## config.mk

```make
export PLATFORM = sky130hd
export DESIGN_NAME = sdcard_dma
export DESIGN_NICKNAME = d
export VERILOG_FILES = /design/src/rtl/sdcard_pkg.sv /design/src/rtl/sdcard_crc16.sv /design/src/rtl/sdcard_dma.sv
export SDC_FILE = /design/constraint.sdc
export NUM_CORES = 1
export LEC_CHECK = 0
export BUFFER_PORTS_ARGS = -buffer_cell sky130_fd_sc_hd__buf_2
export CORE_MARGIN = 8
export CORE_UTILIZATION = 45
export CTS_CLUSTER_DIAMETER = 60
export DETAILED_ROUTE_END_ITERATION = 10
export GPL_TIMING_DRIVEN = 1
export PLACE_DENSITY = 0.66
export SLEW_MARGIN = 30
export SYNTH_ARGS = -nofsm -noshare
export SYNTH_HDL_FRONTEND = slang
export SYNTH_SLANG_ARGS = --single-unit
export TNS_END_PERCENT = 20
```

## constraint.sdc

```tcl
create_clock -name clk -period 2.5 [get_ports clk]
set_input_delay 0.25 -clock clk [delete_from_list [all_inputs] [get_ports clk]]
set_output_delay 0.25 -clock clk [all_outputs]
set_load 0.02 [all_outputs]
```

## src/rtl/sdcard_pkg.sv

```systemverilog
// Shared types and constants for the SD-card block-read DMA engine.
package sdcard_pkg;

  typedef enum logic [2:0] {
    ST_IDLE,
    ST_REQ_TOKEN,
    ST_WAIT_TOKEN,
    ST_REQ_DATA,
    ST_WAIT_DATA,
    ST_REQ_CRC,
    ST_WAIT_CRC,
    ST_FINISH
  } sd_state_t;

  localparam logic [7:0] SD_TOKEN_START = 8'hFE;
  localparam logic [7:0] SD_POLL_BYTE   = 8'hFF;

  localparam logic [1:0] SD_ERR_OK      = 2'b00;
  localparam logic [1:0] SD_ERR_TIMEOUT = 2'b01;
  localparam logic [1:0] SD_ERR_TOKEN   = 2'b10;
  localparam logic [1:0] SD_ERR_CRC     = 2'b11;

endpackage

```

## src/rtl/sdcard_crc16.sv

```systemverilog
// Byte-wise combinational CRC16-CCITT update (poly 0x1021, MSB first).
// Only built when SDCARD_DMA_CRC_EN is defined, so no CRC logic exists otherwise.
`ifdef SDCARD_DMA_CRC_EN
module sdcard_crc16 (
  input  logic [15:0] crc_in,
  input  logic [7:0]  data_in,
  output logic [15:0] crc_out
);

  logic [15:0] w_crc;

  always_comb begin
    w_crc = crc_in;
    for (int i = 7; i >= 0; i--) begin
      if (w_crc[15] ^ data_in[i])
        w_crc = {w_crc[14:0], 1'b0} ^ 16'h1021;
      else
        w_crc = {w_crc[14:0], 1'b0};
    end
    crc_out = w_crc;
  end

endmodule
`endif

```

## src/rtl/sdcard_dma.sv

```systemverilog
// Streams one 512-byte SD data block from the SPI byte engine into the IDE sector buffer.
// Optional CRC16 checking of the block is enabled with the SDCARD_DMA_CRC_EN macro.
module sdcard_dma
  import sdcard_pkg::*;
#(
  parameter int TOKEN_TIMEOUT = 4095
) (
  input  logic       clk,
  input  logic       reset_,
  input  logic       start,
  input  logic       abort,
  output logic       spi_req,
  input  logic       spi_ack,
  input  logic [7:0] spi_rx,
  output logic [7:0] sdcard_dma_data,
  output logic [8:0] sdcard_dma_addr,
  output logic       sdcard_dma_strobe,
  output logic       busy,
  output logic       done,
  output logic [1:0] err
);

  localparam logic [15:0] LP_TIMEOUT = 16'(TOKEN_TIMEOUT);

  sd_state_t   r_state;
  logic [15:0] r_poll_cnt;
  logic [9:0]  r_byte_cnt;
  logic        r_crc_idx;
  logic [1:0]  r_err;
  logic [7:0]  r_data;
  logic [8:0]  r_addr;
  logic        r_strobe;

`ifdef SDCARD_DMA_CRC_EN
  logic [15:0] r_crc;
  logic [7:0]  r_crc_hi;
  logic [15:0] w_crc_next;

  sdcard_crc16 u_crc16 (
    .crc_in  (r_crc),
    .data_in (spi_rx),
    .crc_out (w_crc_next)
  );
`endif

  always_ff @(posedge clk or negedge reset_) begin
    if (!reset_) begin
      r_state    <= ST_IDLE;
      r_poll_cnt <= '0;
      r_byte_cnt <= '0;
      r_crc_idx  <= 1'b0;
      r_err      <= SD_ERR_OK;
      r_data     <= '0;
      r_addr     <= '0;
      r_strobe   <= 1'b0;
`ifdef SDCARD_DMA_CRC_EN
      r_crc      <= '0;
      r_crc_hi   <= '0;
`endif
    end else begin
      r_strobe <= 1'b0;
      if (abort) begin
        r_state <= ST_IDLE;
      end else begin
        case (r_state)
          ST_IDLE: begin
            if (start) begin
              r_err      <= SD_ERR_OK;
              r_poll_cnt <= '0;
              r_state    <= ST_REQ_TOKEN;
`ifdef SDCARD_DMA_CRC_EN
              r_crc      <= '0;
`endif
            end
          end
          ST_REQ_TOKEN: r_state <= ST_WAIT_TOKEN;
          ST_WAIT_TOKEN: begin
            if (spi_ack) begin
              if (spi_rx == SD_TOKEN_START) begin
                r_byte_cnt <= '0;
                r_state    <= ST_REQ_DATA;
              end else if (spi_rx[7:4] == 4'h0) begin
                r_err   <= SD_ERR_TOKEN;
                r_state <= ST_FINISH;
              end else if (r_poll_cnt == LP_TIMEOUT) begin
                r_err   <= SD_ERR_TIMEOUT;
                r_state <= ST_FINISH;
              end else begin
                r_poll_cnt <= r_poll_cnt + 16'd1;
                r_state    <= ST_REQ_TOKEN;
              end
            end
          end
          ST_REQ_DATA: r_state <= ST_WAIT_DATA;
          ST_WAIT_DATA: begin
            if (spi_ack) begin
              r_strobe <= 1'b1;
              r_data   <= spi_rx;
              r_addr   <= r_byte_cnt[8:0];
`ifdef SDCARD_DMA_CRC_EN
              r_crc    <= w_crc_next;
`endif
              if (r_byte_cnt == 10'd511) begin
                r_crc_idx <= 1'b0;
                r_state   <= ST_REQ_CRC;
              end else begin
                r_byte_cnt <= r_byte_cnt + 10'd1;
                r_state    <= ST_REQ_DATA;
              end
            end
          end
          ST_REQ_CRC: r_state <= ST_WAIT_CRC;
          ST_WAIT_CRC: begin
            if (spi_ack) begin
              if (!r_crc_idx) begin
                r_crc_idx <= 1'b1;
`ifdef SDCARD_DMA_CRC_EN
                r_crc_hi  <= spi_rx;
`endif
                r_state   <= ST_REQ_CRC;
              end else begin
`ifdef SDCARD_DMA_CRC_EN
                // Resolved on entry to FINISH so err is already valid in the done cycle.
                if ({r_crc_hi, spi_rx} != r_crc && r_err == SD_ERR_OK)
                  r_err <= SD_ERR_CRC;
`endif
                r_state <= ST_FINISH;
              end
            end
          end
          ST_FINISH: r_state <= ST_IDLE;
          default:   r_state <= ST_IDLE;
        endcase
      end
    end
  end

  assign spi_req = (r_state == ST_REQ_TOKEN) || (r_state == ST_REQ_DATA) ||
                   (r_state == ST_REQ_CRC);
  assign busy    = (r_state != ST_IDLE) && (r_state != ST_FINISH);
  assign done    = (r_state == ST_FINISH) && !abort;
  assign err     = r_err;

  assign sdcard_dma_data   = r_data;
  assign sdcard_dma_addr   = r_addr;
  assign sdcard_dma_strobe = r_strobe;

endmodule

```

==> qor.csv, run 1 <==
metric;value;unit
main combinational cell family by area after synthesis;simple AND/OR/NAND/NOR gates;
Setup Fix Bufs, Post-CTS;0;
total CTS buffers;5;
share of cells above drive strength 1;19.5;%
slowest cell on the critical path;a2111oi_0;
first-pass iteration count of the detailed router;4;
H-tree depth;2;
cell accounting for the most synthesized area;dfrtp_1;
clock latency on the worst-skew pair;0.30;ns
FF+latch count, synth;50;
setup TNS;0;ns
Min-Delay Path Class;in2reg;
syn_area_per_cell;9.25;sq um
hpwl dp;4310;um
slowest stage delay, CP;0.59;ns
Worst VDD drop;348;uV
vias in the first global route;2117;
Hold Crit Start;spi_rx[0];
RSZ-0062 raised after global routing;false;
Worst Skew;0.00632;ns
initial antenna violation count;0;
Worst-path clk slew;0.09;ns
Top FF cell, synth;dfrtp_1;
port bufs;35;
DRC viols;0;
area of the multi-input gates;1260;sq um
Syn Nets;295;
hold worst-path end;sdcard_dma_data[0];
number of synthesized flops with an enable pin;0;
Cell Rows;27;
Clock Path Buffers;2;
setup violators final;0;
top-count cell post-synth;nand2_1;
pin count of the biggest net entering global routing;32;
top cells by count, synth;64 x nand2_1, 50 x dfrtp_1, 17 x a21oi_1;
r2r setup slk;0.27;ns
post-route design area;3010;sq um
Register Area;1250;sq um
drt wl/cell;15.2;um
clock sinks;50;
dpl ws;0.191;ns
Seq/Total Area, Yosys;48.3;%
ANT nets after route;0;
adder-cell share of the synthesized area;0.966;%
Slew Viols, Final;0;
Worst R2R Path Depth;7;
synthesized cell area;2590;sq um
P&R area growth vs syn;16.0;%
Final nets;337;
global-route wire length before repair;10100;um
Slew @ Worst Pin;0.596;ns
I/O pin cnt;36;
Leak;1.41;nW
Via density;5.61;
Crit path arrival time;2.42;ns
Max-Cap Viols;0;
critical path type;reg2reg;
placed inst area;2880;sq um
top cells by area, synth;dfrtp_1 48%, nand2_1 9.3%, a21oi_1 3.3%;
WHS Path Cells;3;
Root Buffer;clkbuf_8;
critical path depth in cells;7;
R2R Path Start;r_poll_cnt[0];
final hold viol count;0;
post-synthesis mux area share;2.22;%
Initial DRC Count;132;
Critical Path Start Type;register;
Yosys warnings;0;
setup ws final;0.266;ns
Simple-Gate Fraction of Synth Area;27.6;%
Total GRT Usage;14.3;%
n_diodes;0;
Initial Util;46.8;%
CP bufs+invs;1;
final wirelength;6000;um
highest clock rate;448;MHz
Core ar.;5540;sq um
CTS tree;yes;
total global routing overflow;0;
total vias in the final route;2216;
RePlAce Congestion;0.841;
die span in x;91.9;um
die area;8440;sq um
Die Ht;91.9;um
Mapped Cells;280;
compound-cell area share of the yosys netlist;16.2;%
fin crit share;89.4;%
post-synthesis async set-or-reset flop share;100;%
Cell Chain, Critical Path;ha_1, and3_1, a41o_1, a2111oi_0, buf_4, xnor2_1, nor2_1;
Final Util;54.3;%
Top delay family on crit path;compound AO/OA/AOI/OAI gates;
Pwr per Cell Area;495;nW/um^2
Worst slew margin;59.9;%
Critical Path End Type;register;
CP max FO;6;
xor and xnor area share after synthesis;1.35;%
# fillers;529;
post-synth cell types;54;
share of the synthesized area in the top cell type;48.3;%
fin crit period;2.23;ns
Critical Path RT;2.69;ns
CP Launch Point;r_poll_cnt[0];
FF-to-FF End;r_poll_cnt[5];
status;completed;
-- power breakdown --
part | total, mW | switching, mW | internal, mW
clock | 0.565 | 0.265 | 0.300
sequential | 0.822 | 0.00666 | 0.816
combinational | 0.102 | 0.0690 | 0.0330
-- flip-flops by register name, indices dropped and copies added, names as in the netlist --
| register | flops |
|---|---|
| r_byte_cnt | 10 |
| err | 2 |
| r_poll_cnt | 16 |
| r_crc_idx | 1 |
| sdcard_dma_strobe | 1 |
| r_state | 3 |
| sdcard_dma_data | 8 |
| sdcard_dma_addr | 9 |
-- layer usage --
metal	global-route usage (%)	routed length [um]	vias to the layer above
met5	0	0	-
met1	19.5	3060	1044
met2	21.7	2570	59
li1	-	-	1106
met4	4.56	92	0
met3	3.34	274	7
-- kinds of logic after synthesis --
kind of cell             after synthesis
multiplexers                           5
buffers and inverters                 19
AO/OA/AOI/OAI                         62
adder cells (fa/ha/maj)                2
XOR/XNOR                               4
flip-flops                            50
AND/OR/NAND/NOR                      138
-- cells in the final DEF (no fill, tap or decap), types with 2 or more instances in the layout --
master	n
dfrtp_1	50
a221oi_1	2
clkbuf_8	5
a21boi_0	2
nand4_1	5
o31ai_1	6
buf_2	35
nand4b_1	2
nand2b_1	3
or3_1	8
nor3_1	5
o21a_1	2
nand2_1	64
ha_1	2
a21oi_1	17
nand3_1	8
a2111oi_0	3
and3_1	4
nor2_1	12
mux2i_1	2
o21ai_0	13
mux2_2	2
and4_1	4
inv_1	5
or4_1	7
nor2b_1	3
clkbuf_1	2
a22o_1	4
nor4_1	4
a31oi_1	2
buf_4	12
xnor2_1	3
-- tightest hold or removal path, delay by kind of cell --
family                 cells  cell delay (ns)
buffers and inverters      1             0.08
AND/OR/NAND/NOR            2             0.09
-- cell type report --
class / count / share of cell area (%)
clock buffer: 7 / 2.54
clock inverter: 1 / 0.999
inverter: 6 / 0.749
multi-input combinational: 211 / 41.9
sequential: 50 / 41.6
tap: 72 / 3.00
timing repair buffer: 48 / 9.16
-- what timing repair did --
| action | 4_1_cts | 5_1_grt |
|---|---|---|
| hold buffers | 1 | 0 |
| gates resized for setup | 0 | 1 |
| endpoints found under the setup margin | 0 | 1 |
| endpoints found under the hold margin | 19 | 0 |
-- worst max-delay path by stage --
stage / slack, ns / endpoint
floorplan: 0.49 / r_poll_cnt[12]
global placement: 0.30 / r_poll_cnt[12]
detailed placement: 0.19 / r_poll_cnt[12]
CTS: 0.15 / r_poll_cnt[12]
global route: 0.16 / r_poll_cnt[5]
finish: 0.27 / r_poll_cnt[5]
-- through the flow --
step	total power [mW]	hold WS, ns	instances
2_1_floorplan	0.891	-0.0456	280
3_3_place_gp	0.939	0.221	386
3_5_place_dp	0.940	0.224	386
4_1_cts	1.50	0.147	395
5_1_grt	1.54	0.177	395
6_report	1.49	0.151	395
Power figures use the tool's default switching activity.
==> run 2, diff against run 1 <==
--- a/config.mk
+++ b/config.mk
@@ -15,5 +15,6 @@
 export SLEW_MARGIN = 30
 export SYNTH_ARGS = -nofsm -noshare
 export SYNTH_HDL_FRONTEND = slang
+export SYNTH_HIERARCHICAL = 1
 export SYNTH_SLANG_ARGS = --single-unit
 export TNS_END_PERCENT = 20
==> constraint.sdc (replaced) <==
create_clock -name clk -period 2.89 [get_ports clk]
set_input_delay 0.289 -clock clk [delete_from_list [all_inputs] [get_ports clk]]
set_output_delay 0.289 -clock clk [all_outputs]
set_load 0.02 [all_outputs]
==> run 2 against run 1 <==
- register-to-register slack improved by 0.26 ns
- sequential share of layout area increased by 0.67 points
- first-iteration DRC count decreased by 7.6%
- clock skew decreased by 0.0031 ns
- maximum frequency decreased by 5.4%
- hold slack improved by 0.045 ns
- worst setup slack improved by 0.26 ns
- non-clock buffer count decreased by 6
- power decreased by 13%
- critical path type unchanged
==> qor.csv, run 2 <==
metric;value;unit
status;completed;
number of synthesized flops with an enable pin;0;
share of the synthesized area in the top cell type;48.3;%
Mapped Cells;280;
top routing layer in use;met4;
placed instance count;380;
pin count of the biggest net entering global routing;33;
Clock Path Buffers;2;
fin crit period;2.36;ns
setup TNS;0;ns
H-tree depth;2;
global-route wire length before repair;10400;um
top cells by count, synth;64 x nand2_1, 50 x dfrtp_1, 17 x a21oi_1;
dpl ws;0.539;ns
Die Ht;91.9;um
total vias in the final route;2205;
DRC viols;0;
NetSw;286;uW
RSZ-0062 raised after global routing;false;
die span in x;91.9;um
Worst slew margin;62.1;%
total global routing overflow;0;
Top reg by flops;r_poll_cnt;
syn_area_per_cell;9.25;sq um
FF+latch count, synth;50;
Top FF cell, synth;dfrtp_1;
drt wl/cell;14.9;um
CP max FO;14;
max FFs per register;16;
final hold viol count;0;
fin cells;388;
highest clock rate;424;MHz
commonest non-fill, non-tap cells in the layout;64 x nand2_1, 50 x dfrtp_1, 35 x buf_2;
Yosys warnings;6;
RePlAce Congestion;0.821;
cell accounting for the most synthesized area;dfrtp_1;
Critical Path RT;3.07;ns
Setup Fix Bufs, Post-CTS;0;
setup ws final;0.529;ns
post-synthesis async set-or-reset flop share;100;%
port bufs;35;
initial antenna violation count;0;
Critical Path End Type;register;
hpwl dp;4280;um
Worst VDD drop;191;uV
clock latency on the worst-skew pair;0.29;ns
Crit path arrival time;2.55;ns
final wirelength;5790;um
share of cells above drive strength 1;18.4;%
critical path type;reg2reg;
Critical Path Start Type;register;
met2 routed WL;2530;um
fin crit share;81.7;%
Syn Nets;295;
met1 wire length;2940;um
part of the power in registers;55.1;%
Core ar.;5540;sq um
P_int;1.01;mW
top cells by area, synth;dfrtp_1 48%, nand2_1 9.3%, a21oi_1 3.3%;
Min-Delay Path Class;in2reg;
CTS tree;yes;
post-synth cell types;54;
die area;8440;sq um
Worst Skew;0.00321;ns
Initial DRC Count;122;
setup violators final;0;
Cell Rows;27;
vias in the first global route;2222;
Root Buffer;clkbuf_8;
n_diodes;0;
Leak;1.39;nW
Sw Ratio;22.1;%
Total GRT Usage;14.6;%
most common cell after layout, fill and taps aside;nand2_1;
Pwr per Cell Area;438;nW/um^2
synthesized cell area;2590;sq um
Final nets;331;
ANT nets after route;0;
total power;1.30;mW
P&R area growth vs syn;14.2;%
Worst-path clk slew;0.09;ns
Comb pwr share;6.5;%
first-pass iteration count of the detailed router;4;
Max-Cap Viols;0;
clock sinks;50;
Slew Viols, Final;0;
Seq/Total Area, Yosys;48.3;%
Routed met3 length;285;um
Via density;5.68;
Initial Util;46.8;%
total CTS buffers;5;
Clock power frac;38.4;%
top-count cell post-synth;nand2_1;
I/O pin cnt;36;
Slew @ Worst Pin;0.555;ns
-- run 2: stage by stage --
step | util (%) | hold WS, ns | area [sq um]
2_1_floorplan | - | -0.00659 | 2590
3_3_place_gp | 51.2 | 0.247 | 2840
3_5_place_dp | 51.2 | 0.256 | 2840
4_1_cts | 53.4 | 0.191 | 2960
5_1_grt | 53.4 | 0.210 | 2960
6_report | 53.4 | 0.196 | 2960
-- run 2: worst paths after layout --
path                                     from                 end  slack, ns  cells after the start
max                                r_state[1]      r_poll_cnt[12]       0.53                      5
min                                 spi_rx[0]  sdcard_dma_data[0]       0.20                      3
max reg2reg                        r_state[1]      r_poll_cnt[12]       0.53                      5
min reg2reg                sdcard_dma_addr[7]  sdcard_dma_addr[7]       0.47                      2
max in group asynchronous              reset_  sdcard_dma_data[3]       1.68                      3
min in group asynchronous              reset_  sdcard_dma_addr[0]       0.46                      2
-- run 2: per-layer routing --
metal	track usage, %	up-vias
met5	0	-
met4	4.56	0
met3	3.91	2
met2	22.5	39
met1	19.4	1073
li1	-	1091
-- run 2: layout make-up --
class                           count  area [sq um]
Clock buffer                        6          82.6
Sequential cell                    50          1250
Timing Repair Buffer               42           230
Clock inverter                      1          30.0
Inverter                            6          22.5
Multi-Input combinational cell    211          1250
Fill cell                         520          2580
Tap cell                           72          90.1
-- run 2: cells by family after synthesis --
kind of cell	count (synthesis)	share of synthesized area [%]
AND/OR/NAND/NOR	138	27.6
AO/OA/AOI/OAI	62	16.2
flip-flops	50	48.3
buffers and inverters	19	3.38
multiplexers	5	2.22
XOR/XNOR	4	1.35
adder cells (fa/ha/maj)	2	0.966
-- run 2: what timing repair did --
item | CTS | global route
endpoints found under the hold margin | 18 | 0
hold buffers | 1 | 0
gates resized for setup | 0 | 0
-- run 2: critical path, stage by stage (launching register included) --
cell and delay (ns):
dfrtp_1 0.56, or3b_1 0.55, or3_4 0.47, o211ai_2 0.23, nor3_1 0.12, mux2_4 0.31
-- run 2: power groups by stage --
stage / sequential (mW) / combinational (mW) / clock [mW]
2_1_floorplan: 0.730 / 0.0407 / 0
3_3_place_gp: 0.727 / 0.0846 / 0
3_5_place_dp: 0.727 / 0.0851 / 0
4_1_cts: 0.713 / 0.0863 / 0.512
5_1_grt: 0.715 / 0.0959 / 0.539
6_report: 0.713 / 0.0847 / 0.497
